==> src/rtl/sram_like_arbiter_pkg.sv <==
`default_nettype none
// ============================================================================
// Module      : sram_like_arbiter_pkg
// Description : Shared encodings and width helpers for the class-SRAM
//               arbiter and its tag FIFO.
//               - size_e       : class-SRAM transfer size encoding
//               - ch_width()   : bits needed to name one master channel
//               - tag_width()  : tag FIFO entry width {ch, discard}
// Revision    : 1.0 - initial release
// ============================================================================
package sram_like_arbiter_pkg;

  // Transfer size as carried on m_size / s_size.
  typedef enum logic [1:0] {
    SIZE_BYTE = 2'd0,
    SIZE_HALF = 2'd1,
    SIZE_WORD = 2'd2
  } size_e;

  // Width of the discard flag stored alongside each channel index.
  localparam int TAG_FLAG_W = 1;

  // A single-channel build still needs a 1-bit index so vectors stay legal.
  function automatic int ch_width(input int num_ch);
    return (num_ch > 1) ? $clog2(num_ch) : 1;
  endfunction

  function automatic int tag_width(input int num_ch);
    return ch_width(num_ch) + TAG_FLAG_W;
  endfunction

endpackage : sram_like_arbiter_pkg
`default_nettype wire

==> src/rtl/sram_like_arbiter_tag_fifo.sv <==
`default_nettype none
// ============================================================================
// Module      : sram_like_arbiter_tag_fifo
// Description : In-order tag FIFO for accepted class-SRAM requests. Each
//               entry records the owning channel and a discard flag. A flush
//               vector marks every stored entry of the flagged channels as
//               discarded; the head view is also corrected combinationally so
//               a head popped in the flush cycle is already suppressed.
// Ports       : clk, reset          clock / synchronous active-high reset
//               push, push_ch       enqueue a tag for channel push_ch
//               pop                 dequeue the head (caller guarantees !empty)
//               flush[NUM_CH]       per-channel discard request
//               head_ch             channel of the head entry
//               head_discard        head response must not reach its master
//               count, full, empty  occupancy
// Revision    : 1.0 - initial release
// ============================================================================
module sram_like_arbiter_tag_fifo
  import sram_like_arbiter_pkg::*;
#(
  parameter int DEPTH  = 4,
  parameter int NUM_CH = 2,
  parameter int CH_W   = ch_width(NUM_CH)
) (
  input  logic                       clk,
  input  logic                       reset,
  input  logic                       push,
  input  logic [CH_W-1:0]            push_ch,
  input  logic                       pop,
  input  logic [NUM_CH-1:0]          flush,
  output logic [CH_W-1:0]            head_ch,
  output logic                       head_discard,
  output logic [$clog2(DEPTH):0]     count,
  output logic                       full,
  output logic                       empty
);

  localparam int PTR_W = $clog2(DEPTH);
  localparam int CNT_W = PTR_W + 1;

  logic [CH_W-1:0]  ch_mem [DEPTH];
  logic [DEPTH-1:0] disc_mem;
  logic [PTR_W-1:0] wr_ptr;
  logic [PTR_W-1:0] rd_ptr;
  logic [CNT_W-1:0] count_q;

  always_ff @(posedge clk) begin
    if (reset) begin
      wr_ptr   <= '0;
      rd_ptr   <= '0;
      count_q  <= '0;
      disc_mem <= '0;
    end else begin
      // Flush is applied to every slot; stale slots outside the live window
      // are rewritten with discard=0 on their next push, so this is harmless.
      for (int i = 0; i < DEPTH; i++) begin
        if (flush[ch_mem[i]]) begin
          disc_mem[i] <= 1'b1;
        end
      end
      // The push is written after the flush loop so an entry accepted in the
      // flush cycle keeps discard=0: it belongs to the new request stream.
      if (push) begin
        ch_mem[wr_ptr]   <= push_ch;
        disc_mem[wr_ptr] <= 1'b0;
        wr_ptr           <= wr_ptr + 1'b1;
      end
      if (pop) begin
        rd_ptr <= rd_ptr + 1'b1;
      end
      case ({push, pop})
        2'b10:   count_q <= count_q + 1'b1;
        2'b01:   count_q <= count_q - 1'b1;
        default: count_q <= count_q;
      endcase
    end
  end

  always_comb begin
    head_ch      = ch_mem[rd_ptr];
    head_discard = disc_mem[rd_ptr] | flush[head_ch];
    count        = count_q;
    full         = (count_q == CNT_W'(DEPTH));
    empty        = (count_q == '0);
  end

endmodule : sram_like_arbiter_tag_fifo
`default_nettype wire

==> src/rtl/sram_like_arbiter.sv <==
`default_nettype none
// ============================================================================
// Module      : sram_like_arbiter
// Description : NUM_CH-master to single-slave arbiter for the class-SRAM
//               req/addr_ok/data_ok bus. Grants one master per cycle
//               (round-robin or fixed priority), holds the grant while the
//               slave withholds addr_ok, records accepted requests in an
//               in-order tag FIFO and routes each data_ok back to its owner.
//               Per-channel flush drops outstanding responses of a channel.
// Ports       : clk, reset                 clock / sync active-high reset
//               m_req/m_wr/m_size/m_addr/m_wstrb/m_wdata   master requests,
//                                          channel i in slice i
//               m_addr_ok[NUM_CH]          request accepted this cycle
//               m_data_ok[NUM_CH]          response for channel i this cycle
//               m_rdata                    broadcast read data
//               flush[NUM_CH]              discard outstanding responses
//               s_req/s_wr/s_size/s_addr/s_wstrb/s_wdata  slave request
//               s_addr_ok, s_data_ok, s_rdata             slave handshake
//               outst_cnt                  tag FIFO occupancy
//               err_unexp                  sticky: data_ok with no tag
// Revision    : 1.0 - initial release
// ============================================================================
module sram_like_arbiter
  import sram_like_arbiter_pkg::*;
#(
  parameter int NUM_CH    = 2,
  parameter int ADDR_W    = 32,
  parameter int DATA_W    = 32,
  parameter int MAX_OUTST = 4,
  parameter int RR_MODE   = 1
) (
  input  logic                         clk,
  input  logic                         reset,
  // master side
  input  logic [NUM_CH-1:0]            m_req,
  input  logic [NUM_CH-1:0]            m_wr,
  input  logic [2*NUM_CH-1:0]          m_size,
  input  logic [ADDR_W*NUM_CH-1:0]     m_addr,
  input  logic [DATA_W/8*NUM_CH-1:0]   m_wstrb,
  input  logic [DATA_W*NUM_CH-1:0]     m_wdata,
  output logic [NUM_CH-1:0]            m_addr_ok,
  output logic [NUM_CH-1:0]            m_data_ok,
  output logic [DATA_W-1:0]            m_rdata,
  input  logic [NUM_CH-1:0]            flush,
  // slave side
  output logic                         s_req,
  output logic                         s_wr,
  output logic [1:0]                   s_size,
  output logic [ADDR_W-1:0]            s_addr,
  output logic [DATA_W/8-1:0]          s_wstrb,
  output logic [DATA_W-1:0]            s_wdata,
  input  logic                         s_addr_ok,
  input  logic                         s_data_ok,
  input  logic [DATA_W-1:0]            s_rdata,
  // status
  output logic [$clog2(MAX_OUTST):0]   outst_cnt,
  output logic                         err_unexp
);

  localparam int CH_W   = ch_width(NUM_CH);
  localparam int STRB_W = DATA_W / 8;

  // Request-lock state: LOCKED means a request is on the bus without
  // addr_ok and must be presented unchanged until the slave takes it.
  localparam logic [0:0] ST_IDLE   = 1'b0;
  localparam logic [0:0] ST_LOCKED = 1'b1;

  logic [0:0]      state_q;
  logic [CH_W-1:0] lock_ch_q;
  logic [CH_W-1:0] rr_ptr_q;
  logic            err_q;

  logic            grant_valid;
  logic [CH_W-1:0] grant_ch;
  logic [CH_W-1:0] cand;
  logic            accept;
  logic            pop;

  logic                             fifo_full;
  logic                             fifo_empty;
  logic [CH_W-1:0]                  head_ch;
  logic                             head_discard;
  logic [$clog2(MAX_OUTST):0]       fifo_count;

  // --------------------------------------------------------------------------
  // Grant selection. While locked the grant is pinned to the locked channel
  // regardless of m_req; a master that drops req while locked is in error.
  // Otherwise search upward from rr_ptr (round-robin) or from 0 (fixed).
  // --------------------------------------------------------------------------
  always_comb begin
    grant_valid = 1'b0;
    grant_ch    = '0;
    cand        = '0;
    if (state_q == ST_LOCKED) begin
      grant_valid = 1'b1;
      grant_ch    = lock_ch_q;
    end else begin
      for (int k = 0; k < NUM_CH; k++) begin
        if (RR_MODE != 0) begin
          cand = CH_W'((int'(rr_ptr_q) + k) % NUM_CH);
        end else begin
          cand = CH_W'(k);
        end
        if (!grant_valid && m_req[cand]) begin
          grant_valid = 1'b1;
          grant_ch    = cand;
        end
      end
    end
  end

  // --------------------------------------------------------------------------
  // Slave request mux. A full tag FIFO blocks the request outright, even if a
  // response pops in the same cycle, so the FIFO never relies on push-on-pop.
  // --------------------------------------------------------------------------
  always_comb begin
    s_req   = grant_valid & ~fifo_full;
    s_wr    = 1'b0;
    s_size  = '0;
    s_addr  = '0;
    s_wstrb = '0;
    s_wdata = '0;
    if (s_req) begin
      s_wr    = m_wr[grant_ch];
      s_size  = m_size[int'(grant_ch)*2 +: 2];
      s_addr  = m_addr[int'(grant_ch)*ADDR_W +: ADDR_W];
      s_wstrb = m_wstrb[int'(grant_ch)*STRB_W +: STRB_W];
      s_wdata = m_wdata[int'(grant_ch)*DATA_W +: DATA_W];
    end
  end

  assign accept = s_req & s_addr_ok;
  // An unexpected data_ok (empty FIFO) must not disturb the pointers.
  assign pop    = s_data_ok & ~fifo_empty;

  always_comb begin
    m_addr_ok = '0;
    m_data_ok = '0;
    if (accept) begin
      m_addr_ok = NUM_CH'(1) << grant_ch;
    end
    if (pop && !head_discard) begin
      m_data_ok = NUM_CH'(1) << head_ch;
    end
  end

  // Zero-latency pass-through; only meaningful alongside m_data_ok.
  assign m_rdata   = s_rdata;
  assign outst_cnt = fifo_count;
  assign err_unexp = err_q;

  // --------------------------------------------------------------------------
  // Lock, round-robin pointer and sticky error.
  // --------------------------------------------------------------------------
  always_ff @(posedge clk) begin
    if (reset) begin
      state_q   <= ST_IDLE;
      lock_ch_q <= '0;
      rr_ptr_q  <= '0;
      err_q     <= 1'b0;
    end else begin
      case (state_q)
        ST_IDLE: begin
          if (s_req && !s_addr_ok) begin
            state_q   <= ST_LOCKED;
            lock_ch_q <= grant_ch;
          end
        end
        ST_LOCKED: begin
          if (accept) begin
            state_q <= ST_IDLE;
          end
        end
        default: state_q <= ST_IDLE;
      endcase
      if (accept && (RR_MODE != 0)) begin
        rr_ptr_q <= CH_W'((int'(grant_ch) + 1) % NUM_CH);
      end
      if (s_data_ok && fifo_empty) begin
        err_q <= 1'b1;
      end
    end
  end

  sram_like_arbiter_tag_fifo #(
    .DEPTH  (MAX_OUTST),
    .NUM_CH (NUM_CH),
    .CH_W   (CH_W)
  ) u_tag_fifo (
    .clk          (clk),
    .reset        (reset),
    .push         (accept),
    .push_ch      (grant_ch),
    .pop          (pop),
    .flush        (flush),
    .head_ch      (head_ch),
    .head_discard (head_discard),
    .count        (fifo_count),
    .full         (fifo_full),
    .empty        (fifo_empty)
  );

endmodule : sram_like_arbiter
`default_nettype wire
==> config.mk <==
export PLATFORM = sky130hd
export DESIGN_NAME = sram_like_arbiter
export DESIGN_NICKNAME = d
export VERILOG_FILES = /design/src/rtl/sram_like_arbiter_pkg.sv /design/src/rtl/sram_like_arbiter_tag_fifo.sv /design/src/rtl/sram_like_arbiter.sv
export SDC_FILE = /design/constraint.sdc
export NUM_CORES = 1
export LEC_CHECK = 0
export ABC_AREA = 1
export ABC_CLOCK_PERIOD_IN_PS = 1900
export CORE_AREA = 2 2 115 117
export CTS_CLUSTER_SIZE = 28
export DETAILED_ROUTE_END_ITERATION = 12
export DIE_AREA = 0 0 117 119
export GPL_TIMING_DRIVEN = 0
export PLACE_DENSITY = 0.63
export SYNTH_ARGS = -nofsm -noshare
export SYNTH_HDL_FRONTEND = slang
export SYNTH_SLANG_ARGS = --single-unit
==> constraint.sdc <==
create_clock -name clk -period 1.9 [get_ports clk]
set_input_delay 0.38 -clock clk [delete_from_list [all_inputs] [get_ports clk]]
set_output_delay 0.38 -clock clk [all_outputs]
set_load 0.05 [all_outputs]
; ---- Yosys cells after proc, flatten, opt, wreduce, memory -nomap -nowiden
; Memory sizes are Yosys's and may differ from the RTL's. A register that Yosys moved wholly into a read port is not among the register bits.
; Cells that the tools add are included.
[classes]
add_sub_neg = 6
magnitude_cmp = 11
n_eq_ne = 3
n_shift = 6
n_mux = 54
n_bitwise = 9
n_reduce_logical = 11
[ops]
columns = op, count
row1 = 64-bit by 7-bit indexed part select with 32-bit output, 2
row2 = 32-bit 2-to-1 mux, 2
row3 = 1-bit 2-to-1 mux, 41
row4 = "1-bit by 2-bit < comparator with 1-bit output, second input constant", 8
row5 = 2-bit 2-to-1 mux, 5
row6 = 4-bit 2-to-1 mux, 2
row7 = 8-bit by 4-bit indexed part select with 4-bit output, 1
row8 = "2-bit by 3-bit < comparator with 1-bit output, second input constant", 2
row9 = 3-bit one-hot mux with 2 select lines, 1
row10 = 1-bit logical AND, 5
row11 = "2-bit by 1-bit adder with 2-bit output, second input constant", 2
row12 = 4-bit AND, 1
row13 = 4-bit NOT, 1
row14 = 4-bit by 3-bit indexed part select with 2-bit output, 1
row15 = "1-bit by 1-bit << shifter with 2-bit output, first input constant", 2
row16 = "3-bit by 1-bit adder with 3-bit output, second input constant", 1
row17 = 1-bit AND, 3
row18 = "3-bit == test, second input constant", 1
row19 = 1-bit zero test, 3
row20 = 3-bit zero test, 1
row21 = 1-bit NOT, 3
row22 = "3-bit by 1-bit subtractor with 3-bit output, second input constant", 1
row23 = "1-bit adder, second input constant", 2
row24 = 1-bit binary-select mux with 2-bit select, 1
row25 = 8 further kinds, 8
[totals]
ff_bits = 15
ram_bits = 4
inputBits = 182
output_inout_bits = 112
word_cells = 109
n_memories = 1
[memory_table]
columns = name, words, width, read_ports, rd_ports_with_merged_regs, write_ports, line
row1 = u_tag_fifo.ch_mem, 4, 1, 5, 1, 1, sram_like_arbiter_tag_fifo.sv:41  ; logic [CH_W-1:0] ch_mem [DEPTH];

; ---- Longest topological paths before layout
[depth]
depth_word = 14
ltp_mapped = 12
depth_no_buf = 12

; ---- By module
; A second synthesis with hierarchy kept.
[hier_totals]
cells_unflattened = 502
hier_area_um2 = 2824.0
[by_module_without_submodules]
columns = module, n_inst, cells_each, area_per_inst_um2, seq_area_each_um2
row1 = sram_like_arbiter, 1, 391, 1966.9, 80.1
row2 = sram_like_arbiter_tag_fifo, 1, 111, 857.1, 380.4

; ---- Worst setup path before layout
; No wires, ideal clock.
[synth_timing]
kind = flip-flop to output port
startpoint = register u_tag_fifo.count_q[0], in the netlist u_tag_fifo.count[0]
endpoint = output port s_addr[24]
arrival_ns = 2.103
required_ns = 1.520
setup_slack_ns = -0.583
path_stages_with_launch = 8
path_buffers = 1
cell_sequence = dfxtp_1 > inv_1 > nand3_2 > nand2_2 > clkinv_4 > buf_6 > o21ai_0 > nor2_1
[synth_via]
elab_chain_len = 4
[synth_lines]
columns = item, line
row1 = start: declaration, sram_like_arbiter_tag_fifo.sv:45  ; logic [CNT_W-1:0] count_q;
row2 = start signal: assignment, sram_like_arbiter_tag_fifo.sv:72  ; 2'b10: count_q <= count_q + 1'b1;
row3 = start signal: assignment, sram_like_arbiter_tag_fifo.sv:73  ; 2'b01: count_q <= count_q - 1'b1;
row4 = start signal: assignment, sram_like_arbiter_tag_fifo.sv:74  ; default: count_q <= count_q;
row5 = 3-bit == test, sram_like_arbiter_tag_fifo.sv:83  ; full = (count_q == CNT_W'(DEPTH));
row6 = 1-bit NOT, sram_like_arbiter.sv:117  ; s_req = grant_valid & ~fifo_full;
row7 = 1-bit AND, sram_like_arbiter.sv:117
row8 = net s_req, sram_like_arbiter.sv:46  ; output logic s_req,
row9 = 32-bit 2-to-1 mux, sram_like_arbiter.sv:123  ; if (s_req) begin
row10 = end: declaration, sram_like_arbiter.sv:49  ; output logic [ADDR_W-1:0] s_addr,
; The timed path passes the listed nets, and every way through them passes these cells.

; ---- Final worst setup path
[layout_timing]
startpoint = register state_q
endpoint = output port s_addr[6]
[layout_via]
elab_chain_len = 3
word_cells_on_any_way = 5
classes_between = shift (1) / mux (3) / bitwise (1)
[layout_lines]
columns = item, line
row1 = start: declaration, sram_like_arbiter.sv:68  ; logic [0:0] state_q;
row2 = start signal: assignment, sram_like_arbiter.sv:157  ; state_q <= ST_IDLE;
row3 = start signal: assignment, sram_like_arbiter.sv:165  ; state_q <= ST_LOCKED;
row4 = start signal: assignment, sram_like_arbiter.sv:171  ; state_q <= ST_IDLE;
row5 = 1-bit 2-to-1 mux, sram_like_arbiter.sv:94  ; if (state_q == ST_LOCKED) begin
row6 = 64-bit by 7-bit indexed part select with 32-bit output or 1-bit AND (tied branches), "sram_like_arbiter.sv:126, sram_like_arbiter.sv:117"
row7 = 32-bit 2-to-1 mux (*), sram_like_arbiter.sv:123
; Every way passes the cells marked *; elsewhere a longest branch is shown, timed or not.

==> results_dict.tcl <==
set metrics [dict create \
    final.min_clock_period_ns 2.03 \
    timing.final.max_slew_violations 0 \
    yosys.area_share.adder_pct 3.34 \
    num_antenna_cells 0 \
    die_w_um 117 \
    gp_congestion 0.815 \
    cts_root_buffer "clkbuf_16" \
    rsz0062_at_grt "true" \
    max-clock-path-buffers 2 \
    synthesis.instances 419 \
    core_area_sq_um 12900 \
    ir_drop_mv 0.568 \
    synthFlopType "dfxtp_1" \
    hold_viol_final 0 \
    syn2layout_area_growth_pct 166 \
    cpMaxStageDelayCell "dfxtp_4" \
    fillerInstances 1225 \
    numCtsBuffers 3 \
    worst_ep_arrival_time_ns 1.65 \
    tightestPinTransition_ns 0.517 \
    wirelength_um 12900 \
    grt_pass1_vias 3680 \
    globalRouteTotalUtil_pct 16.6 \
    finClkSkew_ns 0.00278 \
    final_min_period_over_clock_period_pct 107 \
    setup.worst_path.start_class "flop" \
    placed_cells 856 \
    floorplan.die_area_sq_um 13900 \
    yosysWarnings 0 \
    max-cap-violations 0 \
    boundaryPins 294 \
    grt_pass1_wl_um 18300 \
    critical_path.endpoint_type "output port" \
    required_ns 1.52 \
    wl_per_cell_um 14.7 \
    violations "negative setup slack" \
    stdcell_count 879 \
    power.leakage_uw 0.00278 \
    synthDominantAreaCellType "nor2_1" \
    yosysMostFrequentCell "nor2_1" \
    vias_per_cell 4.27 \
    clock.fmax_mhz 493 \
    setup_viol 71 \
    worstHoldPathType "reg2reg" \
    count_of_h_tree_levels_built_during_cts 1 \
    synth.yosys.seq_area_share_pct 18.6 \
    worst_path_cell_trace "nor2_4 -> nand2_2 -> nand2_4 -> buf_12 -> buf_16 -> clkbuf_16 -> o21ai_4 -> nor2_2 -> buf_6" \
    syn-mean-instance-area_sq_um 5.89 \
    post_syn_area_sq_um 2470 \
    syn_nets 607 \
    rows 42 \
    grt-ovfl-total 0 \
    path_class "reg2out" \
    synth-compound-area-share_pct 19.8 \
    power_density_nw_per_um2 1100 \
    register_area_sq_um 477 \
    nNetsFinal 892 \
    drt-pass1-iter-count 5 \
    dp_slack_ns -1.12 \
    yosys-top-cells-count "nor2_1, o21ai_0, buf_4, nand2_1, o21ai_1" \
    worstPathMaxFanout 6 \
    clock_tree_from_tritoncts "built" \
    maxSlewHeadroom_pct 65.4 \
    total_power_uw 7240 \
    synth_largest_type_area_fraction_pct 24.6 \
    synth_async_sr_flop_share_pct 0 \
    synth.mux.area_fraction_pct 0 \
    grt_max_degree 13 \
    clock_sink_count 21 \
    post_synth_num_cell_types 25 \
    start_util_pct 19.2 \
    final_area_sq_um 6560 \
    ys_seq_elements 21 \
    cts.reportedPaths.clkPinSlew_ns 0.06 \
    drt_iter0_drc 87 \
    synth_top_cells_by_area "nor2_1, dfxtp_1, buf_4" \
    dpl.hpwl_um 9910 \
    io_buffer_count 261 \
    dpl-instance-area_sq_um 5550 \
    grt_antenna_before_repair 0 \
    drcViolationCount 0 \
    post_synth_edffs 4 \
    final_antenna_net_count 0 \
    status "finished with violations" \
    worstSkewPairLatency_ns 0.26 \
    layout_cells_sized_above_1_pct 45.0 \
    multi_input_comb_area_sq_um 2040 \
    critical_path_buf_inv_count 4 \
    cpPeakStageDelay_ns 0.37 \
    synth-simple-area-share_pct 35.2 \
    via_count 3754 \
    synth_top_family_by_area "simple AND/OR/NAND/NOR gates" \
    final.hold.worst_slack_ns 0.454 \
    worst_setup_slack_after_layout_ns -0.128 \
    chipHeight_um 119 \
    crit_family "buffers and inverters" \
    synth_xor_area_share_pct 0 \
]
[power by group]
group          switching [uW]  internal, uW  leakage [uW]  total (uW)
sequential               89.8           568      0.000180         658
clock                     164           283     0.0000409         447
combinational            3710          2420       0.00256        6130
[area by class of cell]
type / instances / share of cell area (%)
Buffer: 55 / 9.11
Clock buffer: 3 / 1.14
Clock inverter: 1 / 0.0762
Inverter: 26 / 1.87
Multi-Input combinational cell: 317 / 31.0
Sequential cell: 21 / 7.26
Tap cell: 176 / 3.35
Timing Repair Buffer: 279 / 46.0
Timing Repair inverter: 1 / 0.172
[flip-flops by register name, summed over array words and instances, names as in the netlist, named ones only]
register             count
state_q                  1
rr_ptr_q                 1
u_tag_fifo.wr_ptr        2
u_tag_fifo.ch_mem        4
u_tag_fifo.count         3
lock_ch_q                1
err_unexp                1
u_tag_fifo.rd_ptr        2
u_tag_fifo.disc_mem      4
[metal layers]
| metal | vias to the layer above | global-route usage [%] | routed length [um] |
|---|---|---|---|
| met1 | 1698 | 18.5 | 4920 |
| met5 | - | 0 | 0 |
| li1 | 1874 | - | - |
| met2 | 169 | 31.9 | 6860 |
| met3 | 13 | 4.17 | 968 |
| met4 | 0 | 2.43 | 189 |
[final timing paths]
path | slack (ns) | start | to | depth (start not counted)
worst max-delay path | -0.13 | state_q | s_addr[6] | 9
worst min-delay path | 0.45 | err_unexp | err_unexp | 2
worst max register to register | 0.01 | state_q | u_tag_fifo.count[2] | 11
worst min register to register | 0.45 | err_unexp | err_unexp | 2
[cell families (layout without fill, tap and decap cells)]
logic type | after synthesis | after routing
compound gates | 93 | 93
flops | 21 | 21
simple gates | 218 | 218
buf+inv | 81 | 365
fa+ha+maj | 6 | 6
[per-stage QoR]
step / TNS (ns) / utilization [%]
floorplan: 0 / -
global placement: -74.48 / 43.1
detailed placement: -75.16 / 43.1
CTS: -6.60 / 47.9
global route: -11.24 / 51.0
finish: -5.59 / 51.0
[tightest hold or removal path, stage by stage (launching register included)]
cell	delay (ns)
dfxtp_1	0.31
inv_1	0.05
a21oi_1	0.05
[cell usage in the layout (no fill, tap or decap), types with 5 or more instances in the layout]
cell | synthesis | routed
nand3_1 | 7 | 6
buf_8 | 1 | 18
o21ai_1 | 23 | 8
o21ai_0 | 48 | 8
clkdlybuf4s50_1 | 0 | 181
buf_12 | 0 | 7
nor2_1 | 162 | 86
a21oi_1 | 16 | 16
buf_4 | 40 | 43
o21ai_2 | 6 | 47
clkbuf_16 | 0 | 8
ha_1 | 5 | 5
inv_1 | 22 | 17
inv_2 | 3 | 5
nand2_1 | 39 | 36
dfxtp_1 | 17 | 12
nor2_2 | 0 | 63
nor2_4 | 0 | 13
buf_6 | 12 | 71
o21ai_4 | 0 | 14
[repair_timing]
action,in CTS,in global routing
pin swaps,13,10
endpoints found under the setup margin,78,74
hold buffers,0,0
resized for setup,642,74
setup buffers,8,2
cloned,5,4
Power figures use the tool's default switching activity.
